File: src/rtl/fetch_queue_pkg.sv
// fetch_queue_pkg: shared constants and the buffered fetch entry layout for the prefetch queue.
package fetch_queue_pkg;
  localparam logic [31:0] DEFAULT_RESET_PC = 32'h0000_0000;
  localparam logic [31:0] NOP_INSTR = 32'h0000_0000;
  localparam int FETCH_DEPTH = 4;
  typedef struct packed {
    logic [31:0] pc;
    logic [31:0] instr;
  } fetchEntry_t;
  function automatic logic [31:0] nextPc(input logic [31:0] pc);
    return pc + 32'd4;
  endfunction
endpackage

File: src/rtl/fetch_queue_fifo.sv
// fetch_fifo: synchronous {pc,instr} FIFO with combinational head read; flush empties it and beats push.
module fetch_fifo
  import fetch_queue_pkg::*;
#(
  parameter int DEPTH = FETCH_DEPTH
) (
  input  logic                    clk,
  input  logic                    reset,
  input  logic                    push,
  input  logic                    pop,
  input  logic                    flush,
  input  logic [63:0]             wrData,
  output logic [63:0]             rdData,
  output logic [$clog2(DEPTH):0]  count
);
  localparam int AW = $clog2(DEPTH);
  localparam int CW = AW + 1;
  logic [63:0] mem [DEPTH];
  logic [AW-1:0] rdPtr, wrPtr;
  logic doPush, doPop;
  assign doPop = pop && (count != '0) && !flush;
  // a full queue can still take a word when the head leaves in the same cycle
  assign doPush = push && !flush && ((count != CW'(DEPTH)) || doPop);
  assign rdData = mem[rdPtr];
  always_ff @(posedge clk or negedge reset) begin
    if (!reset) begin
      rdPtr <= '0;
      wrPtr <= '0;
      count <= '0;
    end else if (flush) begin
      rdPtr <= '0;
      wrPtr <= '0;
      count <= '0;
    end else begin
      if (doPush) wrPtr <= wrPtr + AW'(1);
      if (doPop) rdPtr <= rdPtr + AW'(1);
      count <= count + CW'(doPush) - CW'(doPop);
    end
  end
  always_ff @(posedge clk) begin
    if (doPush) mem[wrPtr] <= wrData;
  end
endmodule

File: src/rtl/fetch_queue.sv
// fetch_queue: in-order instruction prefetch with credit-limited issue and redirect flush of the queue
// and of every word still in flight on the abandoned path.
module fetch_queue
  import fetch_queue_pkg::*;
#(
  parameter int          DEPTH    = FETCH_DEPTH,
  parameter logic [31:0] RESET_PC = DEFAULT_RESET_PC
) (
  input  logic        clk,
  input  logic        reset,
  input  logic        StallF,
  input  logic        RedirectD,
  input  logic [31:0] RedirectPC,
  output logic [31:0] InstrF,
  output logic [31:0] PCF,
  output logic        ValidF,
  output logic        imem_req,
  output logic [31:0] imem_addr,
  input  logic        imem_gnt,
  input  logic        imem_rvalid,
  input  logic [31:0] imem_rdata
);
  localparam int CW = $clog2(DEPTH) + 1;
  logic [31:0] fpc, respPc;
  logic [CW-1:0] count, outstanding, discard;
  logic [CW:0] inFlight;
  logic issue, keep, pop;
  logic [63:0] headRaw;
  fetchEntry_t head;
  fetchEntry_t pushEntry;
  // buffered plus requested words never exceed the queue, so every kept response has a slot
  assign inFlight = {1'b0, count} + {1'b0, outstanding};
  assign imem_req = reset && !RedirectD && (inFlight < (CW+1)'(DEPTH));
  assign imem_addr = fpc;
  assign issue = imem_req && imem_gnt;
  assign keep = imem_rvalid && (discard == '0) && !RedirectD;
  assign pop = ValidF && !StallF;
  assign ValidF = count != '0;
  assign head = fetchEntry_t'(headRaw);
  assign InstrF = ValidF ? head.instr : NOP_INSTR;
  assign PCF = ValidF ? head.pc : '0;
  assign pushEntry = '{pc: respPc, instr: imem_rdata};
  fetch_fifo #(.DEPTH(DEPTH)) fifo (
    .clk    (clk),
    .reset  (reset),
    .push   (keep),
    .pop    (pop),
    .flush  (RedirectD),
    .wrData (pushEntry),
    .rdData (headRaw),
    .count  (count)
  );
  always_ff @(posedge clk or negedge reset) begin
    if (!reset) begin
      fpc         <= RESET_PC;
      respPc      <= RESET_PC;
      outstanding <= '0;
      discard     <= '0;
    end else if (RedirectD) begin
      fpc         <= RedirectPC;
      respPc      <= RedirectPC;
      outstanding <= outstanding - CW'(imem_rvalid);
      // every word still in flight belongs to a dead path; the ones already marked are among them
      discard     <= outstanding - CW'(imem_rvalid);
    end else begin
      if (issue) fpc <= nextPc(fpc);
      outstanding <= outstanding + CW'(issue) - CW'(imem_rvalid);
      if (imem_rvalid && (discard != '0)) discard <= discard - CW'(1);
      if (keep) respPc <= nextPc(respPc);
    end
  end
  a_no_orphan_rvalid: assert property (@(posedge clk) disable iff (!reset)
    !(imem_rvalid && (outstanding == '0)));
  a_credit_bound: assert property (@(posedge clk) disable iff (!reset)
    inFlight <= (CW+1)'(DEPTH));
endmodule

File: config.mk
export PLATFORM = sky130hd
export DESIGN_NAME = fetch_queue
export DESIGN_NICKNAME = d
export VERILOG_FILES = /design/src/rtl/fetch_queue_pkg.sv /design/src/rtl/fetch_queue_fifo.sv /design/src/rtl/fetch_queue.sv
export SDC_FILE = /design/constraint.sdc
export NUM_CORES = 1
export LEC_CHECK = 0
export BUFFER_PORTS_ARGS = -buffer_cell sky130_fd_sc_hd__buf_4
export CAP_MARGIN = 20
export CORE_MARGIN = 5
export CORE_UTILIZATION = 58
export DETAILED_ROUTE_END_ITERATION = 6
export MAX_ROUTING_LAYER = met4
export PLACE_DENSITY = 0.79
export SETUP_SLACK_MARGIN = 0.1
export SYNTH_ARGS = -nofsm -noshare
export SYNTH_HDL_FRONTEND = slang
export SYNTH_SLANG_ARGS = --single-unit
File: constraint.sdc
create_clock -name clk -period 4.3 [get_ports clk]
set_clock_uncertainty 0.1 [all_clocks]
set_input_delay 0 -clock clk [delete_from_list [all_inputs] [get_ports clk]]
set_output_delay 0 -clock clk [all_outputs]
set_load 0.02 [all_outputs]
==> results.yml, run 1 <==
power:
  swShare: 0.2962
  pwr-share-comb: 0.279
  powerDensity_nw_per_um2: 522.5
  ir_drop_uv: 463.6
  seqPwrFrac: 0.439
  power_switching_w: 0.002695
  p_int_w: 0.006406
  clock_power_share: 0.283
  cellLeakagePower_nw: 6.323
timing:
  finalSetupTns_ns: 0
  setup-violations-final: 0
  hold_viol_final: 0
  fin_crit_ns: 3.146
  maxSlewViolCount: 0
  max_slew_margin: 0.3715
  rsz0062_at_grt: "false"
  max_freq_mhz: 317.9
  fin_crit_sh: 0.7316
  worst_slew_pin_slew_ns: 0.9428
grt:
  gr-usage-all-layers: 0.2261
  antenna_found_initial: 0
  grt_max_degree: 66
  gr-total-overflow: 0
  grt_pass1_wl_um: 48940
  first_global_vias: 8762
yosys:
  ys_ff_latch: 333
  yosysUniqueCellTypes: 50
  synth_top_cell_by_area: "edfxtp_1"
  synthCells: 886
  syn_nets: 974
  synth_edf_count: 256
  netlist.area_leader.share: 0.5439
  synth-async-reset-ratio: 0.2312
  yosysSeqAreaShare: 0.6802
  syn-cell-area_um2: 14130
  avgSynthCellArea_um2: 15.95
  synth_ff_type: "edfxtp_1"
  yosys-top-cells-area: "edfxtp_1 54%, dfrtp_1 14%, mux4_2 10%, and2_1 3.2%, xnor2_1 1.9%"
  yosys_warnings: 0
placed_design:
  gp_congestion: 0.8563
  placed_area_um2: 15770
  hpwl_um: 18690
  numPortBuffers: 167
floorplan:
  rows: 57
  die_h_um: 166.1
  start_util: 0.5846
  die_w_um: 166.1
  die-area_um2: 27590
  core-area_um2: 24180
  pin_count: 168
clocking:
  cts-root-buf: "clkbuf_16"
  postCtsHoldBufs: 69
  cts_buffers: 31
  clk_pin_slew_ns: 0.06
  postCtsSetupBuffers: 0
  cts_resized: 0
  clockBufferDepth: 3
  clkSinkCount: 333
  htreeDepth: 1
  clk_latency_ns: 0.55
  tritoncts: "done"
cells_and_area:
  finalCoreUtilization: 0.7204
  nNetsFinal: 1213
  final_cell_mix: "256 x edfxtp_1, 174 x buf_4, 75 x dfrtp_1, 69 x dlygate4sd3_1, 68 x and2_1"
  drive_gt1_frac: 0.2729
  diodes: 0
  fillers: 1491
  design_area_um2: 17420
  final_common_cell: "edfxtp_1"
  area_growth_pct: 23.23
detailed_routing:
  drt_iter0_markers: 576
  drc_errors: 0
  wire_per_inst_um: 20.44
  wl_um: 30070
  drt_pass1_iterations: 5
  drt-vias-per-instance: 5.719
  antenna_left: 0
  vias: 8412
critical_path:
  cp.required_ns: 4.67
  cp.arrival_ns: 3.51
  end_kind: "flip-flop"
  crit_path_start_kind: "flip-flop"
  crit_type: "flip-flop to flip-flop"
  r2r_slack_ns: 1.15
  crit_fanout: 26
flow_run:
  drv_cap: 0
status:
  status: "completed"
hold_path:
  hp-class: "input pin to flip-flop"
-- cell families (layout without fill, tap and decap cells) --
| family | Yosys count | count (layout) | share of synthesized area |
|---|---|---|---|
| AO/OA/AOI/OAI | 72 | 72 | 0.03205 |
| XOR/XNOR | 50 | 50 | 0.03098 |
| adder cells (fa/ha/maj) | 18 | 18 | 0.01700 |
| buffers and inverters | 67 | 328 | 0.01877 |
| flip-flops | 333 | 333 | 0.6802 |
| multiplexers | 80 | 80 | 0.1146 |
| AND/OR/NAND/NOR | 266 | 266 | 0.1064 |
-- cell type report --
type / count / area [um2] / area share
inverter: 26 / 97.59 / 0.005603
multi-input combinational: 486 / 4260 / 0.2446
tap: 324 / 405.4 / 0.02328
clock inverter: 14 / 123.9 / 0.007112
timing repair buffer: 247 / 2077 / 0.1193
sequential: 333 / 9619 / 0.5523
clock buffer: 41 / 833.3 / 0.04784
-- layer usage --
layer	global-route usage	up-vias	routed length (um)
met2	0.3626	324	14730
li1	-	3857	-
met1	0.3131	4195	12660
met3	0.04189	36	2192
met5	-	-	0
met4	0.04125	0	483
-- cell usage after synthesis (all sizes together) (2+ instances only) --
| cell type | instances |
|---|---|
| nand3 | 41 |
| dfrtp | 77 |
| or3 | 5 |
| a21oi | 9 |
| nand2 | 51 |
| nor4 | 11 |
| clkbuf | 22 |
| mux4 | 64 |
| nand3b | 2 |
| nor2 | 25 |
| o211ai | 11 |
| ha | 16 |
| a21boi | 8 |
| mux2i | 2 |
| edfxtp | 256 |
| nand2b | 7 |
| o311ai | 2 |
| o31ai | 2 |
| o21ai | 31 |
| o211a | 2 |
| xnor2 | 31 |
| and3 | 6 |
| nor3 | 12 |
| nand4 | 23 |
| mux2 | 14 |
| a31oi | 2 |
| xor2 | 19 |
| and4 | 4 |
| inv | 26 |
| and2 | 72 |
| fa | 2 |
| or4 | 2 |
| buf | 19 |
-- through the flow --
step	cells	power, W	setup slack [ns]	hold WS, ns
CTS	1471	0.009185	1.162	0.01875
floorplan	886	0.005597	0.9035	-0.3956
detailed placement	1347	0.006559	1.180	-0.2317
global route	1471	0.009539	0.9167	0.06012
global placement	1347	0.006502	1.257	-0.2310
finish	1471	0.009101	1.154	0.04668
-- flip-flops by register name, indices dropped and copies added (netlist names) --
name         flops
fifo.count       3
fifo.rdPtr       2
fifo.mem       256
respPc          32
fifo.wrPtr       2
outstanding      3
discard          3
imem_addr       32
-- power by group through the flow --
stage / clock network (W) / logic (W) / registers [W]
final: 0.00257 / 0.00254 / 0.00399
after floorplan: 0 / 0.00166 / 0.00394
after global routing: 0.00276 / 0.00275 / 0.00403
after detailed placement: 0 / 0.00250 / 0.00406
after CTS: 0.00262 / 0.00257 / 0.00400
after global placement: 0 / 0.00246 / 0.00404
-- worst max-delay path: stages (launching register included) --
cell and delay, ns:
dfrtp_1 0.42, ha_1 0.23, nor3b_1 0.21, and4_1 0.21, buf_4 0.28, inv_2 0.21, ha_1 0.32, inv_1 0.04
ha_1 0.18, fa_1 0.38, xor2_1 0.15, o21ai_0 0.18, xor2_1 0.16
-- worst paths after layout --
check	startpoint	end	cells past startpoint
worst min-delay path	imem_gnt	imem_addr[3]$_DFFE_PN0N_	5
worst max register to register	fifo.count[2]$_DFF_PN0_	outstanding[2]$_DFF_PN0_	12
max in group asynchronous	reset	imem_addr[20]$_DFFE_PN0N_	3
worst max-delay path	fifo.count[2]$_DFF_PN0_	outstanding[2]$_DFF_PN0_	12
worst min register to register	outstanding[2]$_DFF_PN0_	outstanding[2]$_DFF_PN0_	1
min in group asynchronous	reset	fifo.count[0]$_DFF_PN0_	3
No activity file was read; power rests on OpenSTA's default activity.
==> inputs of run 2 (changes only) <==
==> constraint.sdc (replaced) <==
create_clock -name clk -period 3.3 [get_ports clk]
set_clock_uncertainty 0.1 [all_clocks]
set_input_delay 0 -clock clk [delete_from_list [all_inputs] [get_ports clk]]
set_output_delay 0 -clock clk [all_outputs]
set_load 0.02 [all_outputs]
==> run 2 against run 1 <==
  * Power rose by 33%
  * Clock power grew 37%
  * Largest power group unchanged
  * Critical endpoint unchanged
  * Worst setup slack worse by 0.58 ns
  * Critical path depth shrank 1
==> results.yml, run 2 (same netlist as run 1, synthesis figures left out) <==
power:
  p_int_w: 0.008499
  seqPwrFrac: 0.425
  cellLeakagePower_nw: 6.433
  power_switching_w: 0.003596
  powerDensity_nw_per_um2: 685.8
  ir_drop_uv: 382.3
  pwr-share-comb: 0.282
  clock_power_share: 0.292
  swShare: 0.2973
clocking:
  cts_resized: 0
  clk_latency_ns: 0.56
  clk_pin_slew_ns: 0.07
  tritoncts: "done"
  cts-root-buf: "clkbuf_16"
  htreeDepth: 1
  postCtsSetupBuffers: 0
  cts_buffers: 31
  clkSinkCount: 333
  clockBufferDepth: 3
floorplan:
  die_h_um: 166.1
  die-area_um2: 27590
  pin_count: 168
  rows: 57
  die_w_um: 166.1
  start_util: 0.5846
  core-area_um2: 24180
detailed_routing:
  drt_iter0_markers: 741
  drt-vias-per-instance: 5.819
  drc_errors: 0
  vias: 8653
  drt_pass1_iterations: 5
  wire_per_inst_um: 20.90
  wl_um: 31080
  antenna_left: 0
cells_and_area:
  area_growth_pct: 24.78
  final_cells: 1487
  drive_gt1_frac: 0.2872
  largest_reg_flops: 256
  top_register: "fifo.mem"
  fillers: 1451
  final_common_cell: "edfxtp_1"
  final_cell_mix: "256 x edfxtp_1, 181 x buf_4, 75 x dfrtp_1, 73 x dlygate4sd3_1, 68 x and2_1"
  diodes: 0
  nNetsFinal: 1227
  design_area_um2: 17640
placed_design:
  hpwl_um: 19760
  placed_area_um2: 15880
  gp_congestion: 0.8831
  placedCellCount: 1357
  numPortBuffers: 167
grt:
  first_global_vias: 8814
  grt_max_degree: 66
  grt_pass1_wl_um: 49850
  gr-total-overflow: 0
  antenna_found_initial: 0
  gr-usage-all-layers: 0.2333
timing:
  rsz0062_at_grt: "false"
  fin_crit_ns: 2.726
  hold_viol_final: 0
  max_freq_mhz: 366.9
  finalSetupTns_ns: 0
  fin_crit_sh: 0.8260
  max_slew_margin: 0.3740
  hold-worst-slack_ns: 0.07678
  setup-violations-final: 0
  worst_slew_pin_slew_ns: 0.9390
  maxSlewViolCount: 0
critical_path:
  cp.arrival_ns: 3.09
  cp.required_ns: 3.66
  crit_path_start_kind: "flip-flop"
  crit_fanout: 5
  crit_type: "flip-flop to flip-flop"
  end_kind: "flip-flop"
hold_path:
  hp-class: "input pin to flip-flop"
flow_run:
  drv_cap: 0
status:
  status: "completed"
[run 2: cell types whose count changed in the layout (fill, tap and decap cells not counted), sizes merged]
cell / before / now
buf: 178 / 188
bufinv: 2 / 3
clkinvlp: 0 / 3
dlygate4sd3: 69 / 73
inv: 26 / 27
clkbuf: 41 / 38
[run 2: worst max-delay path, cell delays in order (launching register included)]
cell and delay (ns):
dfrtp_1 0.45, ha_1 0.31, nand3_1 0.09, and4_1 0.24, inv_2 0.05, ha_1 0.26
inv_1 0.04, ha_1 0.18, fa_1 0.39, xor2_1 0.15, o21ai_0 0.18, xor2_1 0.19
[run 2: path summary, 6_finish.rpt]
check	from	endpoint	slack (ns)	cells past startpoint
min in group asynchronous	reset	respPc[3]$_DFFE_PN0N_	0.51	4
min reg2reg	outstanding[2]$_DFF_PN0_	outstanding[2]$_DFF_PN0_	0.43	1
max	fifo.count[1]$_DFF_PN0_	outstanding[2]$_DFF_PN0_	0.57	11
min	imem_gnt	imem_addr[3]$_DFFE_PN0N_	0.08	5
max reg2reg	fifo.count[1]$_DFF_PN0_	outstanding[2]$_DFF_PN0_	0.57	11
max in group asynchronous	reset	fifo.rdPtr[0]$_DFFE_PN0P_	1.55	5
[run 2: what timing repair did]
action	4_1_cts	5_1_grt
hold buffers	73	0
setup endpoints to repair	0	0
endpoints found under the hold margin	254	0
[run 2: power by group through the flow]
stage / Sequential (W) / Combinational [W] / Clock (W)
3_5_place_dp: 0.00522 / 0.00337 / 0
3_3_place_gp: 0.00521 / 0.00331 / 0
4_1_cts: 0.00514 / 0.00345 / 0.00360
6_report: 0.00514 / 0.00342 / 0.00353
5_1_grt: 0.00519 / 0.00370 / 0.00378
2_1_floorplan: 0.00513 / 0.00216 / 0
[run 2: area by class of cell]
cell class,count,area (um2),share of cell area
Clock buffer,38,842.1,0.04775
Clock inverter,19,182.7,0.01036
Inverter,26,97.59,0.005534
Multi-Input combinational cell,486,4259,0.2415
Sequential cell,333,9619,0.5454
Tap cell,324,405.4,0.02299
Timing Repair Buffer,261,2230,0.1264
[run 2: layer usage]
layer | track usage | wire length (um) | up-vias
met5 | - | 0 | -
met4 | 0.05452 | 689 | 0
met3 | 0.03618 | 2461 | 53
met2 | 0.3713 | 15100 | 407
met1 | 0.3254 | 12830 | 4309
li1 | - | - | 3884
[run 2: stage by stage]
stage	worst slack [ns]	utilization	power (W)
final	0.5742	0.7294	0.01209
after global placement	0.6822	0.6568	0.008512
after detailed placement	0.6195	0.6568	0.008589
after CTS	0.5748	0.7294	0.01219
after floorplan	0.4017	-	0.007289
after global routing	0.3337	0.7294	0.01267
